--- src/rtl/hazard_scoreboard.sv ---
// hazard_scoreboard: stall and forwarding control for the five-stage MIPS
// datapath. Tracks destination register and remaining result latency of the
// instructions in E, M and W, sequences the mult/div busy window, and decides
// when the instruction in D must wait or take a bypassed operand.
//
// The W slot keeps only its destination: an instruction reaching W has always
// produced its result (the largest tnew is 2, decremented twice on the way),
// so nothing downstream ever needs W's latency.
module hazard_scoreboard (
    input  logic       clk,
    input  logic       reset,
    input  logic [4:0] d_rs,
    input  logic [4:0] d_rt,
    input  logic [1:0] d_tuse_rs,
    input  logic [1:0] d_tuse_rt,
    input  logic [4:0] d_dst,
    input  logic [1:0] d_tnew,
    input  logic       d_md_start,
    input  logic       d_md_div,
    input  logic       d_md_use,
    output logic       stall,
    output logic [1:0] d_fwd_rs,
    output logic [1:0] d_fwd_rt,
    output logic [1:0] e_fwd_rs,
    output logic [1:0] e_fwd_rt,
    output logic       md_busy
);

    localparam logic [3:0] MULT_LATENCY = 4'd5;
    localparam logic [3:0] DIV_LATENCY  = 4'd10;
    localparam logic [1:0] TUSE_NONE    = 2'd3;

    localparam logic [1:0] D_FWD_RF = 2'd0;
    localparam logic [1:0] D_FWD_E  = 2'd1;
    localparam logic [1:0] D_FWD_M  = 2'd2;

    localparam logic [1:0] E_FWD_STORED = 2'd0;
    localparam logic [1:0] E_FWD_M      = 2'd2;
    localparam logic [1:0] E_FWD_W      = 2'd3;

    // E slot
    logic [4:0] e_dst_q,      e_dst_d;
    logic [1:0] e_tnew_q,     e_tnew_d;
    logic [4:0] e_rs_q,       e_rs_d;
    logic [4:0] e_rt_q,       e_rt_d;
    logic       e_md_start_q, e_md_start_d;
    logic       e_md_div_q,   e_md_div_d;

    // M slot
    logic [4:0] m_dst_q,  m_dst_d;
    logic [1:0] m_tnew_q, m_tnew_d;

    // W slot
    logic [4:0] w_dst_q, w_dst_d;

    // mult/div countdown
    logic [3:0] md_cnt_q, md_cnt_d;

    logic rs_hazard;
    logic rt_hazard;
    logic md_hazard;

    // Latency left after one more stage of progress, never going below zero.
    function automatic logic [1:0] sat_dec(input logic [1:0] t);
        return (t == 2'd0) ? 2'd0 : t - 2'd1;
    endfunction

    // A source must wait when an in-flight producer in E or M will not have
    // its result ready by the time the consumer needs it.
    function automatic logic operand_hazard(
        input logic [4:0] src,
        input logic [1:0] tuse,
        input logic [4:0] e_dst,
        input logic [1:0] e_tnew,
        input logic [4:0] m_dst,
        input logic [1:0] m_tnew
    );
        logic hit_e;
        logic hit_m;
        hit_e = (e_dst == src) && (e_tnew > tuse);
        hit_m = (m_dst == src) && (m_tnew > tuse);
        return (tuse != TUSE_NONE) && (src != 5'd0) && (hit_e || hit_m);
    endfunction

    // D-stage bypass: the youngest producer whose result already exists wins.
    function automatic logic [1:0] d_forward(
        input logic [4:0] src,
        input logic [4:0] e_dst,
        input logic [1:0] e_tnew,
        input logic [4:0] m_dst,
        input logic [1:0] m_tnew
    );
        logic [1:0] sel;
        sel = D_FWD_RF;
        if (src != 5'd0) begin
            if ((e_dst == src) && (e_tnew == 2'd0)) begin
                sel = D_FWD_E;
            end else if ((m_dst == src) && (m_tnew == 2'd0)) begin
                sel = D_FWD_M;
            end
        end
        return sel;
    endfunction

    // E-stage bypass: M has priority over W because it is the younger writer.
    function automatic logic [1:0] e_forward(
        input logic [4:0] src,
        input logic [4:0] m_dst,
        input logic [1:0] m_tnew,
        input logic [4:0] w_dst
    );
        logic [1:0] sel;
        sel = E_FWD_STORED;
        if (src != 5'd0) begin
            if ((m_dst == src) && (m_tnew == 2'd0)) begin
                sel = E_FWD_M;
            end else if (w_dst == src) begin
                sel = E_FWD_W;
            end
        end
        return sel;
    endfunction

    // Hazard detection and forwarding selects, purely from current slots and D.
    always_comb begin
        rs_hazard = operand_hazard(d_rs, d_tuse_rs, e_dst_q, e_tnew_q,
                                   m_dst_q, m_tnew_q);
        rt_hazard = operand_hazard(d_rt, d_tuse_rt, e_dst_q, e_tnew_q,
                                   m_dst_q, m_tnew_q);
        md_hazard = (d_md_use || d_md_start) &&
                    ((md_cnt_q != 4'd0) || e_md_start_q);
        stall     = rs_hazard || rt_hazard || md_hazard;

        d_fwd_rs  = d_forward(d_rs, e_dst_q, e_tnew_q, m_dst_q, m_tnew_q);
        d_fwd_rt  = d_forward(d_rt, e_dst_q, e_tnew_q, m_dst_q, m_tnew_q);
        e_fwd_rs  = e_forward(e_rs_q, m_dst_q, m_tnew_q, w_dst_q);
        e_fwd_rt  = e_forward(e_rt_q, m_dst_q, m_tnew_q, w_dst_q);

        md_busy   = (md_cnt_q != 4'd0);
    end

    // Next slot contents: everything drains one stage, and E takes either
    // the D instruction or a bubble when D is being held.
    always_comb begin
        w_dst_d  = m_dst_q;

        m_dst_d  = e_dst_q;
        m_tnew_d = sat_dec(e_tnew_q);

        if (stall) begin
            e_dst_d      = 5'd0;
            e_tnew_d     = 2'd0;
            e_rs_d       = 5'd0;
            e_rt_d       = 5'd0;
            e_md_start_d = 1'b0;
            e_md_div_d   = 1'b0;
        end else begin
            e_dst_d      = d_dst;
            e_tnew_d     = d_tnew;
            e_rs_d       = d_rs;
            e_rt_d       = d_rt;
            e_md_start_d = d_md_start;
            e_md_div_d   = d_md_start && d_md_div;
        end
    end

    // Busy window: load the unit latency as the mult/div leaves E, then count down.
    always_comb begin
        md_cnt_d = md_cnt_q;
        if (e_md_start_q) begin
            md_cnt_d = e_md_div_q ? DIV_LATENCY : MULT_LATENCY;
        end else if (md_cnt_q != 4'd0) begin
            md_cnt_d = md_cnt_q - 4'd1;
        end
    end

    // Slot and counter registers; reset empties the pipeline immediately.
    always_ff @(posedge clk or negedge reset) begin
        if (!reset) begin
            e_dst_q      <= 5'd0;
            e_tnew_q     <= 2'd0;
            e_rs_q       <= 5'd0;
            e_rt_q       <= 5'd0;
            e_md_start_q <= 1'b0;
            e_md_div_q   <= 1'b0;
            m_dst_q      <= 5'd0;
            m_tnew_q     <= 2'd0;
            w_dst_q      <= 5'd0;
            md_cnt_q     <= 4'd0;
        end else begin
            e_dst_q      <= e_dst_d;
            e_tnew_q     <= e_tnew_d;
            e_rs_q       <= e_rs_d;
            e_rt_q       <= e_rt_d;
            e_md_start_q <= e_md_start_d;
            e_md_div_q   <= e_md_div_d;
            m_dst_q      <= m_dst_d;
            m_tnew_q     <= m_tnew_d;
            w_dst_q      <= w_dst_d;
            md_cnt_q     <= md_cnt_d;
        end
    end

endmodule

--- config.mk ---
export PLATFORM = sky130hd
export DESIGN_NAME = hazard_scoreboard
export DESIGN_NICKNAME = d
export VERILOG_FILES = /design/src/rtl/hazard_scoreboard.sv
export SDC_FILE = /design/constraint.sdc
export NUM_CORES = 1
export LEC_CHECK = 0
export BUFFER_PORTS_ARGS = -buffer_cell sky130_fd_sc_hd__buf_2
export CORE_ASPECT_RATIO = 1.1
export CORE_MARGIN = 3
export CORE_UTILIZATION = 55
export DETAILED_ROUTE_END_ITERATION = 7
export PLACE_DENSITY = 0.85
export SLEW_MARGIN = 15
export SYNTH_ARGS = -nofsm -noshare
export SYNTH_HDL_FRONTEND = slang
export SYNTH_SLANG_ARGS = --single-unit
--- constraint.sdc ---
create_clock -name clk -period 2.2 [get_ports clk]
set_input_delay 0.11 -clock clk [delete_from_list [all_inputs] [get_ports clk]]
set_output_delay 0.11 -clock clk [all_outputs]
set_load 0.1 [all_outputs]
==> flow_metrics.env, run 1 <==
export IMPL_max_stage_delay_ns=0.41
export IMPL_wl_per_cell_um=15.5
export IMPL_synth_cell_types=38
export IMPL_netlist_area_leader_share_pct=42.8
export IMPL_synth_common_cells="dfrtp_1, xor2_1, xnor2_1, inv_1, nor3b_1"
export IMPL_multiInputGateArea_um2=1240
export IMPL_crit_slowest_cell="dfrtp_1"
export IMPL_fill_cells=229
export IMPL_ys_warn_count=0
export IMPL_place_gp_congestion=0.907
export IMPL_antenna_left=0
export IMPL_drt_initial_drc_count=58
export IMPL_vias=1613
export IMPL_synth_simple_area_share_pct=21.9
export IMPL_p_total_mw=2.53
export IMPL_crit_path_start_kind="flip-flop"
export IMPL_synth_nets=222
export IMPL_timing_final_crit_period_ns=2.40
export IMPL_io_buffers=35
export IMPL_synthCells=186
export IMPL_synth_edff_count=0
export IMPL_ios=36
export IMPL_slew_violations=0
export IMPL_antenna_found_initial=0
export IMPL_drive_gt1_share_pct=38.5
export IMPL_ys_seq_area_share_pct=42.8
export IMPL_ys_seq_elements=35
export IMPL_crit_arrival_ns=2.29
export IMPL_hold_viol=0
export IMPL_power_frac_clock_pct=12.9
export IMPL_avgSynthCellArea_um2=11.0
export IMPL_fp_dieH_um=70.0
export IMPL_grt_pass1_wl_um=7420
export IMPL_cts_max_level=2
export IMPL_muxShareOfSynthArea_pct=0
export IMPL_via_per_inst=5.52
export IMPL_cts_sinks=35
export IMPL_seq_power_share_pct=35.8
export IMPL_clk_latency_ns=0.33
export IMPL_synth_xor_area_share_pct=18.0
export IMPL_power_density_nw_per_um2=957
export IMPL_swShare_pct=43.5
export IMPL_worst_path_max_fanout=2
export IMPL_failed_checks="negative setup slack"
export IMPL_area_growth_synth_to_final_pct=29.2
export IMPL_grt_pass1_vias=1590
export IMPL_skew_ns=0.0124
export IMPL_regArea_um2=876
export IMPL_power_switching_mw=1.10
export IMPL_synth_top_family_by_area="simple AND/OR/NAND/NOR gates"
export IMPL_setup_ws_ns=-0.200
export IMPL_nNetsFinal=279
export IMPL_netlist_area_um2=2050
export IMPL_worst_pin_slew_ns=0.754
export IMPL_worst_setup_path_end_kind="output port"
export IMPL_hp_class="primary input to flip-flop"
export IMPL_synth_area_top_cells="dfrtp_1, xor2_1, ha_1, xnor2_1, nor3b_2"
export IMPL_period_share_pct=109
export IMPL_critPathKind="flip-flop to output port"
export IMPL_finalSetupViolCount=1
export IMPL_async_flop_share_pct=100
export IMPL_yosysTopAreaCell="dfrtp_1"
export IMPL_place_hpwl_um=3330
export IMPL_cap_violations=0
export IMPL_grt_usage_pct=21.4
export IMPL_status="finished with violations"
export IMPL_core_area_um2=3440
export IMPL_die_w_um=64.2
export IMPL_grt_max_degree=36
export IMPL_firstDrtPassIters=4
export IMPL_cts_made_buffers=5
export IMPL_synth_compound_area_share_pct=7.58
export IMPL_p_leak_nw=1.28
export IMPL_irDropWorstVdd_uv=614
export IMPL_start_util_pct=59.5
export IMPL_holdWs_ns=0.0197
export IMPL_required_ns=2.09
export IMPL_p_int_mw=1.43
export IMPL_placementRows=22
export IMPL_synth_most_common_cell="dfrtp_1"
export IMPL_drc=0
export IMPL_fmax_mhz=417
export IMPL_rsz0062_at_grt="true"
export IMPL_cts_root_buf="clkbuf_4"
export IMPL_cts_path_max_buffers=2
export IMPL_place_ws_ns=0.0595
export IMPL_power_frac_comb_pct=51.4
export IMPL_n_antenna_cell=0
export IMPL_routed_wl_um=4540
export IMPL_yosys_area_share_adder_pct=6.11
export IMPL_path_clk_slew_ns=0.11
export IMPL_synthFlopType="dfrtp_1"
export IMPL_maxSlewHeadroom_pct=49.8
export IMPL_path_cells="inv_2, ha_4, nor3b_4, clkinvlp_4, o22a_1, a31oi_2, o311ai_4, or2_4, buf_12"
export IMPL_die_area_um2=4490
export IMPL_cts_tree="done"
export IMPL_overflow=0
==> timing repair <==
| action | in CTS | in global routing |
|---|---|---|
| endpoints found under the hold margin | 36 | 0 |
| buffers inserted | 5 | 4 |
| pin swaps | 4 | 2 |
| hold buffers | 2 | 0 |
| gates resized for setup | 3 | 6 |
| endpoints found under the setup margin | 3 | 21 |
==> worst paths after layout <==
| kind | slack, ns | startpoint | endpoint | cells after the start |
|---|---|---|---|---|
| max in group asynchronous | 1.34 | reset | w_dst_q[1] | 2 |
| setup / recovery | -0.20 | md_cnt_q[0] | stall | 9 |
| hold reg to reg | 0.44 | e_dst_q[0] | m_dst_q[0] | 0 |
| min in group asynchronous | 0.38 | reset | m_dst_q[4] | 2 |
| hold / removal | 0.02 | d_tnew[1] | e_tnew_q[1] | 2 |
| setup reg to reg | 0.09 | md_cnt_q[0] | e_tnew_q[0] | 10 |
==> cells by family (layout without fill, tap and decap cells) <==
group	after synthesis	after routing
DFF	35	35
xor gates and xnor gates	42	42
and+or+nand+nor	65	65
buffers and inverters	15	73
adders and majority gates	10	10
AOI/OAI and AO/OA	19	19
==> critical path, delay by kind of cell (launching register included) <==
family,cells,cell delay [ns]
AO/OA/AOI/OAI,3,0.52
adder cells (fa/ha/maj),1,0.13
buffers and inverters,3,0.40
flip-flops,1,0.41
AND/OR/NAND/NOR,2,0.49
==> layer usage <==
layer  GRT usage [%]  up-vias  wire, um
li1                -      768         -
met1            27.6      795      1870
met2            35.2       42      2410
met3            4.66        8       186
met4            7.51        0        78
met5               0        -         0
==> sequential cells by signal, summed over array words and instances (netlist names) <==
signal,cells
e_rs_q,5
e_tnew_q,2
w_dst_q,5
m_dst_q,5
e_md_start_q,1
e_rt_q,5
md_cnt_q,4
e_md_div_q,1
m_tnew_q,2
e_dst_q,5
==> placed cells by master (no fill, tap or decap), types with 5 or more instances in the layout <==
| cell type | netlist | final |
|---|---|---|
| buf_2 | 2 | 29 |
| buf_4 | 0 | 18 |
| clkbuf_4 | 0 | 7 |
| dfrtp_1 | 35 | 35 |
| ha_1 | 10 | 9 |
| inv_1 | 11 | 8 |
| nand3_1 | 5 | 5 |
| nor2_1 | 6 | 6 |
| nor3_1 | 9 | 8 |
| nor3b_2 | 9 | 18 |
| xnor2_1 | 14 | 14 |
| xor2_1 | 28 | 28 |
==> stage by stage <==
stage / utilization (%) / cell area (um^2) / instances / setup TNS [ns]
after floorplan: - / 2160 / 186 / -3.50
after global placement: 71.9 / 2470 / 273 / 0
after detailed placement: 71.9 / 2470 / 273 / 0
after CTS: 75.3 / 2590 / 288 / -0.197
after global routing: 76.9 / 2650 / 292 / -0.532
final: 76.9 / 2650 / 292 / -0.200
==> power groups by stage <==
stage                     registers [mW]  logic (mW)  clock network, mW
after global routing               0.929        1.40              0.354
final                              0.905        1.30              0.326
after global placement             0.914        1.12                  0
after detailed placement           0.919        1.15                  0
after CTS                          0.904        1.23              0.341
after floorplan                    0.888       0.927                  0
==> layout make-up <==
class	instances	area share, %
tap	48	2.27
sequential	35	33.1
multi-input combinational	136	47.0
inverter	11	1.70
timing repair buffer	54	14.0
clock inverter	1	0.189
clock buffer	7	1.70
(Power assumes the default switching activity.)
==> run 2: changes to the inputs <==
- MAX_ROUTING_LAYER: not set -> met4
==> run 2 against run 1 <==
The flow still finishes with violations (negative setup slack). First-iteration DRC count decreased by 29%. Clock skew decreased by 0.00089 ns. Combinational power hardly changed. Utilization is the same. Critical endpoint unchanged. Die area is the same. Routed wire length increased by 0.35%. Sequential power about the same. Total power barely moved. Final cell count stayed put. Register-to-register slack hardly changed. Worst setup slack improved by 0.00094 ns. Critical path type unchanged.
==> flow_metrics.env, run 2 (synthesis gave the netlist of run 1 again) <==
export IMPL_status="finished with violations"
export IMPL_failed_checks="negative setup slack"
export IMPL_cts_tree="done"
export IMPL_fp_dieH_um=70.0
export IMPL_grt_pass1_wl_um=7450
export IMPL_place_hpwl_um=3330
export IMPL_ios=36
export IMPL_crit_path_start_kind="flip-flop"
export IMPL_worst_setup_path_end_kind="output port"
export IMPL_path_clk_slew_ns=0.10
export IMPL_rsz0062_at_grt="true"
export IMPL_fmax_mhz=417
export IMPL_maxSlewHeadroom_pct=49.6
export IMPL_cts_sinks=35
export IMPL_cts_max_level=2
export IMPL_worst_pin_slew_ns=0.755
export IMPL_io_buffers=35
export IMPL_period_share_pct=109
export IMPL_grt_pass1_vias=1590
export IMPL_cap_violations=0
export IMPL_skew_ns=0.0115
export IMPL_die_area_um2=4490
export IMPL_timing_final_crit_period_ns=2.40
export IMPL_final_cells=292
export IMPL_place_gp_congestion=0.923
export IMPL_grt_usage_pct=22.0
export IMPL_worst_r2r_endpoint="e_tnew_q[0]"
export IMPL_placementRows=22
export IMPL_p_leak_nw=1.28
export IMPL_hold_end="e_tnew_q[1]"
export IMPL_core_area_um2=3440
export IMPL_cts_made_buffers=5
export IMPL_drive_gt1_share_pct=38.5
export IMPL_nNetsFinal=279
export IMPL_holdPathStages=2
export IMPL_fill_cells=229
export IMPL_cts_root_buf="clkbuf_4"
export IMPL_vias=1607
export IMPL_path_cells="inv_2, ha_4, nor3b_4, clkinvlp_4, o22a_1, a31oi_2, o311ai_4, or2_4, buf_12"
export IMPL_crit_slowest_cell="dfrtp_1"
export IMPL_crit_arrival_ns=2.29
export IMPL_drc=0
export IMPL_firstDrtPassIters=4
export IMPL_n_antenna_cell=0
export IMPL_area_growth_synth_to_final_pct=29.2
export IMPL_dp_cells=273
export IMPL_antenna_found_initial=0
export IMPL_wl_per_cell_um=15.6
export IMPL_reg2reg_depth=10
export IMPL_timing_rr_start="md_cnt_q[0]"
export IMPL_max_stage_delay_ns=0.41
export IMPL_slew_violations=0
export IMPL_irDropWorstVdd_uv=614
export IMPL_worst_path_max_fanout=2
export IMPL_clk_latency_ns=0.33
export IMPL_holdWs_ns=0.0173
export IMPL_required_ns=2.09
export IMPL_setup_ws_ns=-0.199
export IMPL_min_from="d_tnew[1]"
export IMPL_overflow=0
export IMPL_mostFrequentLayoutCells="dfrtp_1, buf_2, xor2_1"
export IMPL_antenna_left=0
export IMPL_routed_wl_um=4560
export IMPL_r2r_slack_ns=0.09
export IMPL_hold_viol=0
export IMPL_start_util_pct=59.5
export IMPL_hp_class="primary input to flip-flop"
export IMPL_via_per_inst=5.50
export IMPL_cts_path_max_buffers=2
export IMPL_finalSetupViolCount=1
export IMPL_drt_initial_drc_count=41
export IMPL_die_w_um=64.2
export IMPL_critPathKind="flip-flop to output port"
export IMPL_final_common_cell="dfrtp_1"
export IMPL_grt_max_degree=36
export IMPL_power_density_nw_per_um2=958
## run 2: cell counts in the layout (fill, tap and decap cells not counted)
No cell type changed its count.
## run 2: routing by layer
metal | vias up | share of wire [%] | global-route usage, %
met3 | 10 | 3.6 | 4.66
met5 | - | 0 | -
met4 | 0 | 2.2 | 7.51
met2 | 38 | 52 | 35.2
met1 | 794 | 42 | 27.7
li1 | 765 | - | -
## run 2: area by class of cell
type	count	area, um^2	area share, %
timing repair buffer	54	370	14.0
clock inverter	1	5.00	0.189
tap	48	60.1	2.27
clock buffer	7	45.0	1.70
multi-input combinational	136	1240	47.0
sequential	35	876	33.1
inverter	11	45.0	1.70
## run 2: worst max-delay path by stage
stage / startpoint / end / slack [ns] / depth (start not counted)
after floorplan: m_dst_q[3] / d_fwd_rt[1] / -0.54 / 4
final: md_cnt_q[0] / stall / -0.20 / 9
after global routing: md_cnt_q[0] / stall / -0.30 / 9
after detailed placement: md_cnt_q[1] / stall / 0.06 / 9
after CTS: md_cnt_q[0] / stall / -0.20 / 9
after global placement: md_cnt_q[1] / stall / 0.1 / 9
## run 2: metrics by stage
step           cell area, um^2  setup slack, ns  utilization [%]  total power, mW  setup TNS [ns]
2_1_floorplan             2160           -0.539                -             1.82           -3.50
3_3_place_gp              2470           0.0983             71.9             2.04               0
3_5_place_dp              2470           0.0595             71.9             2.07               0
4_1_cts                   2590           -0.197             75.3             2.48          -0.197
5_1_grt                   2650           -0.296             76.9             2.68          -0.532
6_report                  2650           -0.199             76.9             2.53          -0.199
## run 2: where the power goes
part | internal (mW) | leakage, nW | switching, mW
clock network | 0.125 | 0.0293 | 0.202
logic | 0.545 | 0.788 | 0.755
registers | 0.762 | 0.462 | 0.145
total | 1.43 | 1.28 | 1.10
## run 2: timing repair
| item | in CTS | in global routing |
|---|---|---|
| pin swaps | 4 | 2 |
| setup endpoints to repair | 3 | 21 |
| setup buffers | 5 | 4 |
| hold buffers | 2 | 0 |
| endpoints found under the hold margin | 36 | 0 |
| resized for setup | 3 | 6 |
## run 2: worst max-delay path, delay by kind of cell (launching register included)
family,cells,cell delay (ns)
compound gates,3,0.52
flops,1,0.41
buf+inv,3,0.40
fa+ha+maj,1,0.13
simple gates,2,0.49
==> run 3: changes to the inputs <==
- CELL_PAD_IN_SITES_DETAIL_PLACEMENT: not set -> 2
- CELL_PAD_IN_SITES_GLOBAL_PLACEMENT: not set -> 2
- CORE_UTILIZATION: 55 -> 36
- GPL_TIMING_DRIVEN: not set -> 1
==> run 3 against run 2 <==
The flow still finishes with violations (negative setup slack). Total power rose by 15%. Sequential cell count did not move. Non-clock buffer count rose by 1. Routed wire length rose by 69%. Via count rose by 7.4%. Critical path type unchanged. Largest cell class unchanged.
==> flow_metrics.env, run 3 (synthesis gave the netlist of run 1 again) <==
export IMPL_overflow=0
export IMPL_place_hpwl_um=4790
export IMPL_critPathKind="flip-flop to output port"
export IMPL_p_total_mw=2.91
export IMPL_design_area_um2=2790
export IMPL_cts_path_max_buffers=2
export IMPL_via_per_inst=5.39
export IMPL_routed_wl_um=7720
export IMPL_power_density_nw_per_um2=1040
export IMPL_hp_class="primary input to flip-flop"
export IMPL_ios=36
export IMPL_fmax_mhz=395
export IMPL_antenna_left=0
export IMPL_maxSlewHeadroom_pct=43.9
export IMPL_die_area_um2=6630
export IMPL_drc=0
export IMPL_wl_met2_um=4120
export IMPL_multiInputGateArea_um2=1290
export IMPL_timing_final_crit_period_ns=2.53
export IMPL_core_area_um2=5430
export IMPL_skew_ns=0.00800
export IMPL_grt_max_degree=36
export IMPL_place_gp_congestion=0.771
export IMPL_io_buffers=35
export IMPL_drive_gt1_share_pct=42.0
export IMPL_fin_setup_tns_ns=-1.10
export IMPL_worst_setup_path_end_kind="output port"
export IMPL_worst_path_max_fanout=2
export IMPL_cap_violations=0
export IMPL_fill_cells=542
export IMPL_nNetsFinal=280
export IMPL_setup_ws_ns=-0.331
export IMPL_firstDrtPassIters=4
export IMPL_cts_root_buf="clkbuf_8"
export IMPL_drt_initial_drc_count=83
export IMPL_final_common_cell="dfrtp_1"
export IMPL_irDropWorstVdd_uv=547
export IMPL_start_util_pct=37.7
export IMPL_cts_made_buffers=5
export IMPL_finalSetupViolCount=21
export IMPL_path_clk_slew_ns=0.08
export IMPL_n_antenna_cell=0
export IMPL_clk_latency_ns=0.30
export IMPL_grt_pass1_wl_um=11900
export IMPL_grt_pass1_vias=2077
export IMPL_failed_checks="negative setup slack"
export IMPL_antenna_found_initial=0
export IMPL_area_growth_synth_to_final_pct=36.1
export IMPL_place_area_um2=2530
export IMPL_status="finished with violations"
export IMPL_fp_dieH_um=85.1
export IMPL_p_leak_nw=1.32
export IMPL_crit_arrival_ns=2.42
export IMPL_wl_per_cell_um=24.1
export IMPL_top_layer_used="met4"
export IMPL_worst_pin_slew_ns=0.841
export IMPL_slew_violations=0
export IMPL_required_ns=2.09
export IMPL_placementRows=28
export IMPL_period_share_pct=115
export IMPL_mostFrequentLayoutCells="dfrtp_1, xor2_1, buf_2"
export IMPL_die_w_um=77.9
export IMPL_cts_tree="done"
export IMPL_regArea_um2=876
export IMPL_cts_sinks=35
export IMPL_cts_max_level=2
export IMPL_grt_usage_pct=24.6
export IMPL_met3WireLength_um=269
export IMPL_met1_length_um=3020
export IMPL_crit_path_start_kind="flip-flop"
export IMPL_hold_viol=0
export IMPL_vias=1726
export IMPL_rsz0062_at_grt="true"
[run 3: final cells by class]
class                   count  area share, %
clock buffers               7           3.46
clock inverters             1          0.270
inverters                  11           1.62
multi-input cells         136           46.4
flip-flops and latches     35           31.4
well taps                  75           3.37
repair buffers             55           13.4
[run 3: repair_timing]
item | CTS | global route
resized for setup | 7 | 10
cloned | 0 | 0
pin swaps | 4 | 1
setup buffers | 6 | 3
hold buffers | 1 | 0
endpoints found under the setup margin | 24 | 26
endpoints found under the hold margin | 35 | 0
[run 3: metal layers]
| layer | track usage, % | up-vias |
|---|---|---|
| met4 | 10.0 | 0 |
| met2 | 43.6 | 48 |
| met5 | - | - |
| li1 | - | 767 |
| met3 | 4.99 | 27 |
| met1 | 26.7 | 884 |
[run 3: worst paths after layout]
check / startpoint / end / slack (ns) / depth (start not counted)
min: d_dst[2] / e_dst_q[2] / 0.06 / 2
min in group asynchronous: reset / w_dst_q[0] / 0.45 / 2
max: md_cnt_q[1] / stall / -0.33 / 9
max reg2reg: md_cnt_q[1] / e_rt_q[3] / -0.14 / 9
max in group asynchronous: reset / m_dst_q[3] / 1.23 / 2
min reg2reg: e_dst_q[4] / m_dst_q[4] / 0.45 / 0
[run 3: power breakdown]
group / switching, mW / leakage [nW] / total, mW / internal [mW]
logic: 0.874 / 0.805 / 1.44 / 0.565
clock network: 0.266 / 0.0505 / 0.551 / 0.285
registers: 0.155 / 0.462 / 0.917 / 0.762
[run 3: metrics by stage]
step	util, %	hold WS, ns	worst slack [ns]	std cells
2_1_floorplan	-	-0.186	-0.539	186
3_3_place_gp	46.6	0.229	0.0982	303
3_5_place_dp	46.6	0.253	-0.132	303
4_1_cts	49.9	0.0549	-0.276	317
5_1_grt	51.3	0.0594	-0.380	320
6_report	51.3	0.0569	-0.331	320
[run 3: worst max-delay path, stage by stage (launching register included)]
cell and delay [ns]:
dfrtp_1 0.41, inv_2 0.09, ha_4 0.13, nor3b_4 0.27, clkinvlp_4 0.18, o22a_1 0.23, a31oi_4 0.23, o311ai_4 0.14
or2_4 0.27, buf_12 0.17
